--- src/rtl/mult_div_unit.sv ---
// Iterative 32x32 multiply/divide unit with HI/LO registers.
// One radix-2 step per clock: shift-add multiply, restoring divide, sign fix-up at the end.
module mult_div_unit (
  input  logic        i_clk,
  input  logic        i_arst,
  input  logic        i_start,
  input  logic [1:0]  i_op,
  input  logic [31:0] i_oprd1,
  input  logic [31:0] i_oprd2,
  input  logic        i_hi_we,
  input  logic        i_lo_we,
  input  logic [31:0] i_wdata,
  output logic        o_busy,
  output logic        o_done,
  output logic [31:0] o_hi,
  output logic [31:0] o_lo
);

  typedef enum logic [1:0] {S_IDLE, S_CALC, S_FIX} state_t;

  state_t      r_state;
  logic [1:0]  r_op;
  logic [4:0]  r_cnt;
  logic        r_busy, r_done;
  logic [31:0] r_hi, r_lo;
  logic [31:0] r_a_raw;   // dividend as presented, returned in HI on divide by zero
  logic [31:0] r_b;       // multiplicand / divisor magnitude
  logic [31:0] r_q;       // multiplier -> product low / dividend -> quotient
  logic [31:0] r_rem;     // product high / partial remainder
  logic        r_neg_a, r_neg_b, r_divz;

  logic        w_sa, w_sb;
  logic [31:0] w_mag_a, w_mag_b;
  logic [32:0] w_mul_sum;
  logic [32:0] w_div_sh;
  logic        w_div_ge;
  logic [31:0] w_div_diff;
  logic [63:0] w_prod, w_prod_s;
  logic [31:0] w_quo, w_rem;

  // Signed ops (op[0]==0) work on magnitudes; signs are reapplied in FIX.
  assign w_sa    = ~i_op[0] & i_oprd1[31];
  assign w_sb    = ~i_op[0] & i_oprd2[31];
  assign w_mag_a = w_sa ? -i_oprd1 : i_oprd1;
  assign w_mag_b = w_sb ? -i_oprd2 : i_oprd2;

  assign w_mul_sum  = {1'b0, r_rem} + {1'b0, (r_q[0] ? r_b : 32'd0)};
  assign w_div_sh   = {r_rem, r_q[31]};
  assign w_div_ge   = w_div_sh >= {1'b0, r_b};
  // When the subtraction succeeds the true difference is below the divisor, so 32 bits suffice.
  assign w_div_diff = w_div_sh[31:0] - r_b;

  assign w_prod   = {r_rem, r_q};
  assign w_prod_s = (r_neg_a ^ r_neg_b) ? -w_prod : w_prod;
  assign w_quo    = (r_neg_a ^ r_neg_b) ? -r_q : r_q;
  assign w_rem    = r_neg_a ? -r_rem : r_rem;

  always_ff @(posedge i_clk or posedge i_arst) begin
    if (i_arst) begin
      r_state <= S_IDLE;
      r_op    <= 2'b00;
      r_cnt   <= 5'd0;
      r_busy  <= 1'b0;
      r_done  <= 1'b0;
      r_hi    <= 32'd0;
      r_lo    <= 32'd0;
      r_a_raw <= 32'd0;
      r_b     <= 32'd0;
      r_q     <= 32'd0;
      r_rem   <= 32'd0;
      r_neg_a <= 1'b0;
      r_neg_b <= 1'b0;
      r_divz  <= 1'b0;
    end else begin
      r_done <= 1'b0;
      // Moves to HI/LO only land while idle; the FIX edge still has busy set.
      if (!r_busy) begin
        if (i_hi_we) r_hi <= i_wdata;
        if (i_lo_we) r_lo <= i_wdata;
      end
      case (r_state)
        S_IDLE: begin
          if (i_start) begin
            r_op    <= i_op;
            r_a_raw <= i_oprd1;
            r_q     <= w_mag_a;
            r_b     <= w_mag_b;
            r_rem   <= 32'd0;
            r_neg_a <= w_sa;
            r_neg_b <= w_sb;
            r_divz  <= i_op[1] & (i_oprd2 == 32'd0);
            r_cnt   <= 5'd0;
            r_busy  <= 1'b1;
            r_state <= S_CALC;
          end
        end
        S_CALC: begin
          if (r_op[1]) begin
            r_rem <= w_div_ge ? w_div_diff : w_div_sh[31:0];
            r_q   <= {r_q[30:0], w_div_ge};
          end else begin
            r_rem <= w_mul_sum[32:1];
            r_q   <= {w_mul_sum[0], r_q[31:1]};
          end
          r_cnt <= r_cnt + 5'd1;
          if (r_cnt == 5'd31) r_state <= S_FIX;
        end
        S_FIX: begin
          if (!r_op[1]) begin
            r_hi <= w_prod_s[63:32];
            r_lo <= w_prod_s[31:0];
          end else if (r_divz) begin
            r_hi <= r_a_raw;
            r_lo <= 32'hFFFF_FFFF;
          end else begin
            r_hi <= w_rem;
            r_lo <= w_quo;
          end
          r_done  <= 1'b1;
          r_busy  <= 1'b0;
          r_state <= S_IDLE;
        end
        default: r_state <= S_IDLE;
      endcase
    end
  end

  assign o_busy = r_busy;
  assign o_done = r_done;
  assign o_hi   = r_hi;
  assign o_lo   = r_lo;

endmodule

--- config.mk ---
export PLATFORM = sky130hd
export DESIGN_NAME = mult_div_unit
export DESIGN_NICKNAME = d
export VERILOG_FILES = /design/src/rtl/mult_div_unit.sv
export SDC_FILE = /design/constraint.sdc
export NUM_CORES = 1
export LEC_CHECK = 0
export CORE_MARGIN = 8
export CORE_UTILIZATION = 53
export DETAILED_ROUTE_END_ITERATION = 7
export PLACE_DENSITY = 0.78
export SLEW_MARGIN = 10
export SYNTH_ARGS = -nofsm -noshare
export SYNTH_HDL_FRONTEND = slang
export SYNTH_SLANG_ARGS = --single-unit
--- constraint.sdc ---
create_clock -name i_clk -period 6.9 [get_ports i_clk]
set_input_delay 1.725 -clock i_clk [delete_from_list [all_inputs] [get_ports i_clk]]
set_output_delay 1.725 -clock i_clk [all_outputs]
set_load 0.01 [all_outputs]
After elaboration in Yosys (flattened, before gate mapping)

Cells that the tools add are included.

Add/subtract/negate cells: 8
Order comparisons: 1
Eq/ne operators: 6
Muxes and demuxes: 31
Bitwise operators: 5
Reductions and logical operators: 12

Operator list:

| cell                                                                    | number |
|---|---|
| 32-bit 2-to-1 mux                                                       | 20 |
| 32-bit negation                                                         | 4 |
| 32-bit case mux with 2 select lines                                     | 2 |
| 64-bit 2-to-1 mux                                                       | 1 |
| 64-bit negation                                                         | 1 |
| 32-bit by 32-bit adder with 33-bit output                               | 1 |
| 33-bit by 32-bit greater-or-equal comparator with 1-bit output          | 1 |
| 32-bit logical NOT                                                      | 1 |
| 32-bit subtractor                                                       | 1 |
| 2-bit AND reduction                                                     | 6 |
| 5-bit case mux with 2 select lines                                      | 1 |
| 2-bit nonzero test                                                      | 4 |
| 5-bit by 1-bit adder with 5-bit output, second input constant           | 1 |
| 5-bit equality test, second input constant                              | 1 |
| 5-bit 2-to-1 mux                                                        | 1 |
| 2-bit 2-to-1 mux                                                        | 2 |
| 2-bit inequality test, second input constant                            | 2 |
| 2-bit case mux with 2 select lines                                      | 1 |
| 1-bit bitwise AND                                                       | 3 |
| 2-bit by 1-bit equality test with 1-bit output, second input constant   | 1 |
| 2-bit equality test, second input constant                              | 1 |
| 2-bit logical NOT                                                       | 1 |
| 1-bit 2-to-1 mux                                                        | 2 |
| 2-bit by 1-bit inequality test with 1-bit output, second input constant | 1 |
| 3 further kinds                                                         | 3 |

Flip-flop bits (word level): 206
Input port bits: 103
Output and inout bits: 66
Logic and storage cells: 77

Longest topological paths before layout

Gate-level depths: netlist (run 1).

Word-level depth: 5
Depth in mapped cells: 14
Mapped depth without buffers: 13

Least setup slack after synthesis (run 1)

No wires, ideal clock.

Kind: input -> register
From: input i_oprd2[8]
To: register r_divz
Setup time: 0.083 ns
Arrival time: 4.043 ns
Required time: 6.817 ns
Slack: 2.774 ns
Stages: 7
Buffers on the path: 0
Cell sequence: or4_1 nor4_1 nand3b_1 nor3_1 nand4_1 or4b_2 o21ai_0

Longest elaborated chain between the ends: 2

Ends and longest elaborated chain:

| item                 | line | text |
|---|---|---|
| from (decl)          | 9    | `input logic [31:0] i_oprd2,` |
| 32-bit logical NOT   | 91   | `r_divz <= i_op[1] & (i_oprd2 == 32'd0);` |
| 1-bit bitwise AND    | 91   |  |
| to (signal assigned) | 91   |  |
| to (decl)            | 30   | `logic r_neg_a, r_neg_b, r_divz;` |

Every way passes these cells.
A chain may end at the register's enable or synchronous reset.

Worst setup path after layout (run 1)

From: register r_q[0]
To: register r_rem[28]

Longest elaborated chain between the ends: 4

Ends and longest elaborated chain:

| item                                      | line | text |
|---|---|---|
| from (decl)                               | 28   | `logic [31:0] r_q;` |
| from (signal assigned)                    | 86   | `r_q <= w_mag_a;` |
| from (signal assigned)                    | 100  | `r_q <= {r_q[30:0], w_div_ge};` |
| from (signal assigned)                    | 103  | `r_q <= {w_mul_sum[0], r_q[31:1]};` |
| 32-bit 2-to-1 mux                         | 47   | `assign w_mul_sum = {1'b0, r_rem} + {1'b0, (r_q[0] ? r_b : 32'd0)};` |
| 32-bit by 32-bit adder with 33-bit output | 47   |  |
| 32-bit 2-to-1 mux                         | 98   | `if (r_op[1]) begin` |
| 32-bit case mux with 2 select lines       | 81   | `case (r_state)` |
| to (signal assigned)                      | 99   | `r_rem <= w_div_ge ? w_div_diff : w_div_sh[31:0];` |
| to (signal assigned)                      | 102  | `r_rem <= w_mul_sum[32:1];` |
| to (decl)                                 | 29   | `logic [31:0] r_rem;` |

Every way passes these cells.

==> metrics.txt, run 1 <==
Flop pwr share=24.6%; synthesis warning total=0; post-layout instance count excluding filler cells=2623; number of global-route vias before repair=16235; top cell type by total area after synthesis=sky130_fd_sc_hd__dfrtp_1; Worst R2R Path Depth=12; detailed-route via count=17178; post-route antenna net violation count=0; top-level port count=169; number of setup buffers added after CTS=0; logic depth of the worst setup path including buffers=12; Final Total Pwr=10.9 mW; CTS Root Cell=sky130_fd_sc_hd__clkbuf_16; flip-flop and latch count after synthesis=205; Critical R2R Launch=r_q[0]; worst hold slack=0.484 ns; worst endpoint required time=7.31 ns; switch share=50.3%; area of the die=37300 µm²; final count of negative-setup-slack endpoints=0; standard-cell rows=65; core footprint=31200 µm²; Critical Path End=r_rem[28]; Max VDD drop=0.305 mV; synthesis-to-layout area growth=16.4%; Clock Sink Count=205; pin count of the biggest net entering global routing=143; final-report hold violation count=0; Syn Std Cell Area=16600 µm²; combinational fraction of design power=62.3%; Skew-Pair Late Insertion Delay=0.54 ns; cts bufs inserted=24; Sw Pwr=5.48 mW; static leakage=7.91 nW; overall die width=193 µm; highest clock rate=0.206 GHz; ys flop type=sky130_fd_sc_hd__dfrtp_1; via/cell ratio=6.55; Max Buffers Root-to-Sink=3; most area-consuming cells after synthesis=sky130_fd_sc_hd__dfrtp_1, sky130_fd_sc_hd__nand2_1, sky130_fd_sc_hd__o21ai_0; cell internal power dissipation=5.42 mW; clock slew seen by the registers of the worst setup and hold paths=0.06 ns; CP max-delay cell=sky130_fd_sc_hd__inv_1; wire length of the first global-routing pass=93.9 mm; Initial DRC Count=2076; IO buf count=168; Critical Path Source=r_q[0]; wirelength, routed=60.7 mm; slew at the pin closest to its max-slew limit=1.20 ns; quantity of hold-fixing buffers added after cts=0; summed negative setup slack over all endpoints=0 ns; sequential-to-total area share from yosys stat=30.9%; critical path data arrival time=5.28 ns; detailed-routing iteration count for the pre-antenna-repair pass=6; number of buffer and inverter stages on the critical path=1; async set-or-reset flop fraction in the synthesized netlist=100%; routed length per placed instance=23.1 µm; cell area after layout=19300 µm²; post-synth net total=2308; Critical Path Start Type=flop; Final Core Density=61.9%; Cell Pwr Density=564 nW/µm²; GRT Total Usage=32.1%; Synth Area per Inst=7.79 µm²; DRC violations left=0; clock tree from TritonCTS=built; level count of the clock H-tree=1; count of unique library cells instantiated by Yosys=74; max-slew violations=0; crit-path max cell delay=0.91 ns; number of nets at the end of the flow=2378; unrepaired setup endpoints after global routing=false; post-cts gate resize count=0; final worst-path cycle share=70.5%; slack of the critical path=2.04 ns; minimum period implied by the final worst setup slack=4.86 ns; type of the worst setup path=reg -> reg; setup skew after layout=0.0169 ns; Clk pwr share=13.1%; sort of element at the end of the critical path=flop; placed insts=2579; Die Ht=193 µm; Max Fanout on Critical Path=32; synthesized instance count=2133; setup slack on the worst flop-to-flop path=2.04 ns; Initial Utilization=53.2%; max-cap violations=0; worst min path class=reg -> reg; overall overflow remaining after global route=0; placed inst area=18500 µm²; destination of the worst register-to-register timing path=r_rem[28]; antenna diode count=0; number of enable-type register cells in the synthesized netlist=0; outcome=complete, no violations; ordered list of cells on the worst path=inv_1, nor2_1, ha_1, nand2_1, o21ai_0, nand3b_1, a211oi_1, o21bai_1, a2111oi_0, o21a_1, nor3_1, a221o_1; number of antenna violations at the first check in global routing=2; family of cells with the greatest summed delay on the critical path=compound AO/OA/AOI/OAI gates; dpl ws=1.87 ns; worst relative slew slack=19.7%; RD Place Congestion=0.983; area share of the leading cell type in the synthesized netlist=30.9%; ratio of cells with drive above 1 in the final layout=4.59%; Hold Path Origin=r_b[2]; HPWL reported at the end of detailed placement=45.5 mm
-- power by group through the flow --
stage | Sequential (mW) | Combinational, mW | Clock [mW]
floorplan | 2.27 | 4.75 | 0
global placement | 2.61 | 6.50 | 0
detailed placement | 2.64 | 6.61 | 0
CTS | 2.63 | 6.66 | 1.44
global route | 2.73 | 7.41 | 1.47
finish | 2.68 | 6.79 | 1.43
-- worst reg2reg max path: cells and delay by family (launching register included) --
kind                       cells  cell delay (ns)
DFF                            1             0.50
AOI/OAI and AO/OA              6             2.37
buffers and inverters          1             0.92
adders and majority gates      1             0.45
and+or+nand+nor                4             0.50
-- cells by family (layout without fill, tap and decap cells) --
logic type,count (synthesis),count (layout),synth area share [%]
simple gates,727,727,20.1
compound gates,663,663,24.8
buf+inv,220,308,5.08
flops,205,205,30.9
xor+xnor,165,165,8.70
mux,81,81,4.90
fa+ha+maj,72,72,5.51
-- sequential cells by signal (all words and copies together) (netlist names) --
register / flops
r_b: 32
r_rem: 32
o_hi: 32
o_lo: 32
o_done: 1
r_q: 32
r_cnt: 5
r_neg_a: 1
r_a_raw: 32
r_divz: 1
r_neg_b: 1
r_op: 1
o_busy: 1
r_state: 2
-- cell type report --
cell class              instances  area (µm²)
clock buffers                  30         663
flip-flops and latches        205        5130
multi-input cells            1708       10700
fillers                      2781       11900
clock inverters                14         213
well taps                     402         503
repair buffers                192        1870
inverters                      72         274
-- layer usage --
layer,vias to the layer above,part of all wire [%],track usage (%)
li1,7820,-,-
met1,8259,43,46.9
met2,951,43,47.5
met3,146,10,5.45
met4,2,3.7,10.9
met5,-,0.021,0
-- worst min path at each step --
| stage | endpoint | slack (ns) | depth (start not counted) |
|---|---|---|---|
| after floorplan | r_a_raw[29] | 0.44 | 2 |
| final | r_b[2] | 0.48 | 2 |
| after global placement | r_a_raw[16] | 0.45 | 2 |
| after global routing | r_a_raw[16] | 0.51 | 2 |
| after CTS | r_a_raw[19] | 0.48 | 2 |
| after detailed placement | r_a_raw[19] | 0.47 | 2 |
-- Yosys cell counts (all sizes together) (29+ instances only) --
library cell / count
xnor2: 101
nand3: 35
nand2: 329
clkbuf: 122
nor3: 41
ha: 70
nor2: 165
a31oi: 29
xor2: 64
inv: 70
a21oi: 150
mux2i: 78
a32oi: 34
dfrtp: 205
o211ai: 45
o21ai: 225
-- layout by cell type (no fill, tap or decap), types with 17 or more instances in the layout --
cell,instances
sky130_fd_sc_hd__a211oi_1,19
sky130_fd_sc_hd__mux2i_1,78
sky130_fd_sc_hd__nor4_1,19
sky130_fd_sc_hd__ha_1,70
sky130_fd_sc_hd__nand2_1,327
sky130_fd_sc_hd__or3_1,17
sky130_fd_sc_hd__a32oi_1,34
sky130_fd_sc_hd__inv_1,69
sky130_fd_sc_hd__xnor2_1,100
sky130_fd_sc_hd__nor3_1,41
sky130_fd_sc_hd__a31oi_1,29
sky130_fd_sc_hd__nor2_1,163
sky130_fd_sc_hd__dfrtp_1,204
sky130_fd_sc_hd__o31ai_1,19
sky130_fd_sc_hd__buf_4,23
sky130_fd_sc_hd__o211ai_1,45
sky130_fd_sc_hd__nand4_1,26
sky130_fd_sc_hd__nand3_1,34
sky130_fd_sc_hd__a21oi_1,150
sky130_fd_sc_hd__a21o_1,25
sky130_fd_sc_hd__xor2_1,63
sky130_fd_sc_hd__clkbuf_16,24
sky130_fd_sc_hd__o21ai_0,225
sky130_fd_sc_hd__clkdlybuf4s50_1,168
Note: power is estimated with default switching activity, not from simulation.
==> run 2, diff against run 1 <==
==> constraint.sdc (replaced) <==
create_clock -name i_clk -period 4.1 [get_ports i_clk]
set_input_delay 1.025 -clock i_clk [delete_from_list [all_inputs] [get_ports i_clk]]
set_output_delay 1.025 -clock i_clk [all_outputs]
set_load 0.01 [all_outputs]
==> run 2 against run 1 <==
Against the previous run:
- clock-buffer cell count up 4
- fmax is 29% higher
- via count up 1.7%
- highest routed layer unchanged
- first-iteration DRC count about the same
- global-route usage grew 0.56 points
- sequential cell count unchanged
- critical path type unchanged
- clock skew shrank 0.0045 ns
- clock power grew 62%
- power increased by 71%
- design area grew 2.6%
- worst setup slack worse by 1.7 ns
- sequential share of layout area shrank 0.68 points
==> metrics.txt, run 2 (synthesis gave the netlist of run 1 again) <==
crit-path max cell delay=0.52 ns; Max Fanout on Critical Path=21; Max Buffers Root-to-Sink=3; family of cells with the greatest summed delay on the critical path=compound AO/OA/AOI/OAI gates; worst min path class=reg -> reg; via/cell ratio=6.50; Sw Pwr=9.38 mW; Flop pwr share=22.6%; area of the die=37300 µm²; cell internal power dissipation=9.28 mW; slack of the critical path=0.321 ns; Initial Utilization=53.2%; final count of negative-setup-slack endpoints=0; number of antenna violations at the first check in global routing=3; static leakage=8.23 nW; worst relative slew slack=32.1%; combinational fraction of design power=65.0%; quantity of hold-fixing buffers added after cts=0; wirelength, routed=62.0 mm; unrepaired setup endpoints after global routing=false; final worst-path cycle share=92.2%; max-cap violations=0; clock slew seen by the registers of the worst setup and hold paths=0.06 ns; synthesis-to-layout area growth=19.5%; number of global-route vias before repair=16682; cell area after layout=19800 µm²; IO buf count=168; overall die width=193 µm; cts bufs inserted=25; detailed-route via count=17470; Die Ht=193 µm; sort of element at the end of the critical path=flop; Skew-Pair Late Insertion Delay=0.55 ns; Clk pwr share=12.4%; worst endpoint required time=4.53 ns; number of buffer and inverter stages on the critical path=4; placed insts=2643; summed negative setup slack over all endpoints=0 ns; final-report hold violation count=0; Max VDD drop=0.577 mV; CP max-delay cell=sky130_fd_sc_hd__a2111oi_0; detailed-routing iteration count for the pre-antenna-repair pass=5; HPWL reported at the end of detailed placement=47.3 mm; CTS Root Cell=sky130_fd_sc_hd__clkbuf_16; post-layout instance count excluding filler cells=2689; RD Place Congestion=0.990; critical path data arrival time=4.21 ns; standard-cell rows=65; Clock Sink Count=205; type of the worst setup path=reg -> reg; highest clock rate=0.265 GHz; wire length of the first global-routing pass=95.6 mm; core footprint=31200 µm²; number of nets at the end of the flow=2443; Critical Path Start Type=flop; post-cts gate resize count=0; setup skew after layout=0.0124 ns; Cell Pwr Density=940 nW/µm²; GRT Total Usage=32.7%; switch share=50.3%; overall overflow remaining after global route=0; cell repeated most along the worst path=sky130_fd_sc_hd__buf_4; outcome=complete, no violations; ratio of cells with drive above 1 in the final layout=7.26%; DRC violations left=0; top-level port count=169; Initial DRC Count=2077; slew at the pin closest to its max-slew limit=1.01 ns; level count of the clock H-tree=1; clock tree from TritonCTS=built; pin count of the biggest net entering global routing=75; minimum period implied by the final worst setup slack=3.78 ns; commonest non-fill, non-tap cells in the layout=sky130_fd_sc_hd__nand2_1, sky130_fd_sc_hd__o21ai_0, sky130_fd_sc_hd__dfrtp_1; ordered list of cells on the worst path=inv_1, buf_4, buf_4, nor2_1, ha_1, nand2_1, o31ai_1, o21bai_1, a2111oi_0, buf_4, o21a_1, nor3_1, a221o_1; post-route antenna net violation count=0; dpl ws=-0.0226 ns; number of setup buffers added after CTS=0; most common cell after layout, fill and taps aside=sky130_fd_sc_hd__nand2_1; routed length per placed instance=23.0 µm; Final Core Density=63.6%; max-slew violations=0; placed inst area=19000 µm²
==> run 2: cell types whose count changed in the layout (fill, tap and decap cells not counted), sizes merged <==
cell	delta
bufinv	-3
clkbuf	+4
inv	+2
diode	+1
clkinv	-2
buf	+64
==> run 2: worst paths after layout <==
kind                              to  slack [ns]  cells after the start   start
setup / recovery           r_rem[28]        0.32                     13  r_q[0]
hold / removal                r_b[4]        0.48                      2  r_b[4]
setup reg to reg           r_rem[28]        0.32                     13  r_q[0]
hold reg to reg               r_b[4]        0.48                      2  r_b[4]
max in group asynchronous   r_cnt[2]        2.42                      3  i_arst
min in group asynchronous  r_rem[26]        0.88                      2  i_arst
==> run 2: layout make-up <==
cell class	instances	area, µm²
antenna	1	2.50
sequential	205	5130
clock inverter	11	134
fill	2739	11400
inverter	72	274
tap	402	503
clock buffer	34	719
multi-input combinational	1708	10700
timing repair buffer	256	2400
==> run 2: stage by stage <==
stage	hold slack (ns)	total power, mW
finish	0.483	18.7
global route	0.493	19.8
CTS	0.483	18.3
detailed placement	0.467	15.9
global placement	0.461	15.7
floorplan	0.439	11.8
==> run 2: metal layers <==
metal	track usage (%)	up-vias	wire length [µm]	part of all wire [%]
li1	-	7962	-	-
met1	47.0	8355	26900	43
met2	48.8	991	26600	43
met3	6.29	160	6380	10
met4	10.7	2	2100	3.4
met5	0	-	12	0.019
==> run 2: power by group through the flow <==
stage          Clock, mW  Sequential (mW)  Combinational, mW
2_1_floorplan          0             3.81               8.00
3_3_place_gp           0             4.13               11.6
3_5_place_dp           0             4.16               11.8
4_1_cts             2.33             4.14               11.8
5_1_grt             2.40             4.28               13.2
6_report            2.31             4.21               12.1
==> run 2: worst reg2reg max path, cell delays in order, from the launching register on <==
cell and delay [ns]:
sky130_fd_sc_hd__dfrtp_1 0.38, sky130_fd_sc_hd__inv_1 0.31, sky130_fd_sc_hd__buf_4 0.22, sky130_fd_sc_hd__buf_4 0.25, sky130_fd_sc_hd__nor2_1 0.09, sky130_fd_sc_hd__ha_1 0.38
sky130_fd_sc_hd__nand2_1 0.18, sky130_fd_sc_hd__o31ai_1 0.49, sky130_fd_sc_hd__o21bai_1 0.20, sky130_fd_sc_hd__a2111oi_0 0.52, sky130_fd_sc_hd__buf_4 0.20, sky130_fd_sc_hd__o21a_1 0.10
sky130_fd_sc_hd__nor3_1 0.06, sky130_fd_sc_hd__a221o_1 0.28
==> run 3, diff against run 2 <==
--- a/config.mk
+++ b/config.mk
@@ -8,6 +8,7 @@
 export CORE_MARGIN = 8
 export CORE_UTILIZATION = 53
 export DETAILED_ROUTE_END_ITERATION = 7
+export GPL_TIMING_DRIVEN = 0
 export PLACE_DENSITY = 0.78
 export SLEW_MARGIN = 10
 export SYNTH_ARGS = -nofsm -noshare
==> run 3 against run 2 <==
Against the previous run:
- sequential share of layout area increased by 0.090 points
- design area decreased by 0.37%
- die area stayed put
- clock skew increased by 0.0070 ns
- critical path depth is 1 lower
- clock-buffer cell count is 4 lower
- largest power group unchanged
- highest routed layer unchanged
==> metrics.txt, run 3 (synthesis gave the netlist of run 1 again) <==
outcome=complete, no violations; combinational fraction of design power=66.0%; most common cell after layout, fill and taps aside=sky130_fd_sc_hd__nand2_1; global routing met2 resource utilization=53.7%; Seq. cell area=5130 µm²; met1 layer usage reported by global route=50.8%; worst min path class=reg -> reg; worst hold slack=0.480 ns; CTS Root Cell=sky130_fd_sc_hd__clkbuf_16; switch share=52.0%; static leakage=8.00 nW; minimum period implied by the final worst setup slack=3.94 ns; Initial Utilization=53.2%; IO buf count=168; HPWL reported at the end of detailed placement=54.6 mm; post-route antenna net violation count=0; number of global-route vias before repair=17201; placed insts=2709; area occupied by multi-input gates=10700 µm²; wirelength, routed=69.2 mm; Max VDD drop=0.400 mV; Cell Pwr Density=948 nW/µm²; detailed-routing iteration count for the pre-antenna-repair pass=6; global routing usage on met3=10.3%; Clk pwr share=11.6%; top-level port count=169; type of the worst setup path=reg -> reg; highest clock rate=0.253 GHz; GRT Total Usage=36.4%; Skew-Pair Late Insertion Delay=0.55 ns; DRC violations left=0; pin count of the biggest net entering global routing=38; overall die width=193 µm; Max Fanout on Critical Path=10; unrepaired setup endpoints after global routing=false; RD Place Congestion=0.988; max-slew violations=0; core footprint=31200 µm²; synthesis-to-layout area growth=19.1%; number of nets at the end of the flow=2510; via/cell ratio=6.53; cts bufs inserted=24; quantity of hold-fixing buffers added after cts=0; final worst-path cycle share=96.2%; wire length of the first global-routing pass=104 mm; detailed-route via count=18011; final-report hold violation count=0; clock slew seen by the registers of the worst setup and hold paths=0.06 ns; Critical Path Start Type=flop; cell internal power dissipation=9.00 mW; ratio of cells with drive above 1 in the final layout=4.04%; worst relative slew slack=13.0%; commonest non-fill, non-tap cells in the layout=sky130_fd_sc_hd__nand2_1, sky130_fd_sc_hd__o21ai_0, sky130_fd_sc_hd__dfrtp_1; number of antenna violations at the first check in global routing=3; slew at the pin closest to its max-slew limit=1.29 ns; area of the die=37300 µm²; Max Buffers Root-to-Sink=3; final count of negative-setup-slack endpoints=0; level count of the clock H-tree=1; sort of element at the end of the critical path=flop; routed length per placed instance=25.1 µm; Die Ht=193 µm; Flop pwr share=22.4%; grt peak-use layer=met2; Initial DRC Count=2006; Sw Pwr=9.74 mW; critical path data arrival time=4.36 ns; max-cap violations=0; Clock Sink Count=205; standard-cell rows=65; clock tree from TritonCTS=built; setup skew after layout=0.0194 ns; Final Core Density=63.3%; cell area after layout=19800 µm²; number of fill cells in the layout=2827; overall overflow remaining after global route=0; worst endpoint required time=4.52 ns; post-layout instance count excluding filler cells=2757; placed inst area=18900 µm²
## run 3: worst max-delay path, stage by stage, from the launching register on
cell and delay [ns]:
sky130_fd_sc_hd__dfrtp_1 0.64, sky130_fd_sc_hd__ha_1 0.32, sky130_fd_sc_hd__clkbuf_1 0.22, sky130_fd_sc_hd__nand4_1 0.20
sky130_fd_sc_hd__nor2_1 0.09, sky130_fd_sc_hd__a22o_1 0.21, sky130_fd_sc_hd__a31o_2 0.23, sky130_fd_sc_hd__or4_1 0.53
sky130_fd_sc_hd__and4_1 0.21, sky130_fd_sc_hd__clkbuf_1 0.20, sky130_fd_sc_hd__nor2_4 0.37, sky130_fd_sc_hd__o21ai_0 0.22
sky130_fd_sc_hd__a221o_1 0.37
## run 3: repair_timing
action / in CTS / in global routing
setup buffers: 0 / 2
gates cloned: 0 / 0
setup endpoints to repair: 6 / 13
gates resized for setup: 6 / 8
## run 3: final cells by class
type / count / area share (%)
clock inverters: 14 / 0.721
plain buffers: 148 / 2.92
multi-input cells: 1708 / 54.0
inverters: 72 / 1.40
well taps: 402 / 2.54
clock buffers: 30 / 3.25
diodes: 2 / 0.0253
repair buffers: 176 / 9.19
flip-flops and latches: 205 / 26.0
## run 3: through the flow
step / power [mW] / setup slack, ns / setup TNS [ns]
after global routing: 19.9 / 0.0110 / 0
after CTS: 18.3 / 0.0234 / 0
final: 18.7 / 0.155 / 0
after detailed placement: 16.0 / -0.600 / -1.95
after floorplan: 11.8 / 0.417 / 0
after global placement: 15.8 / -1.29 / -259.25
## run 3: worst paths after layout
| kind | start | to | slack (ns) | cells past startpoint |
|---|---|---|---|---|
| min in group asynchronous | i_arst | r_rem[18] | 0.86 | 2 |
| min | r_b[6] | r_b[6] | 0.48 | 2 |
| max in group asynchronous | i_arst | r_q[13] | 2.18 | 5 |
| min reg2reg | r_b[6] | r_b[6] | 0.48 | 2 |
| max | r_rem[14] | r_rem[28] | 0.16 | 12 |
| max reg2reg | r_rem[14] | r_rem[28] | 0.16 | 12 |
## run 3: power groups by stage
stage	sequential [mW]	clock [mW]	combinational [mW]
floorplan	3.81	0	8.00
global placement	4.11	0	11.7
detailed placement	4.15	0	11.9
CTS	4.12	2.18	12.0
global route	4.28	2.25	13.4
finish	4.20	2.18	12.4
## run 3: per-layer routing
metal | up-vias | routed length [µm] | share of wire, %
met4 | 2 | 2570 | 3.7
li1 | 8116 | - | -
met1 | 8712 | 29400 | 43
met5 | - | 13 | 0.019
met2 | 1012 | 29200 | 42
met3 | 169 | 7950 | 11
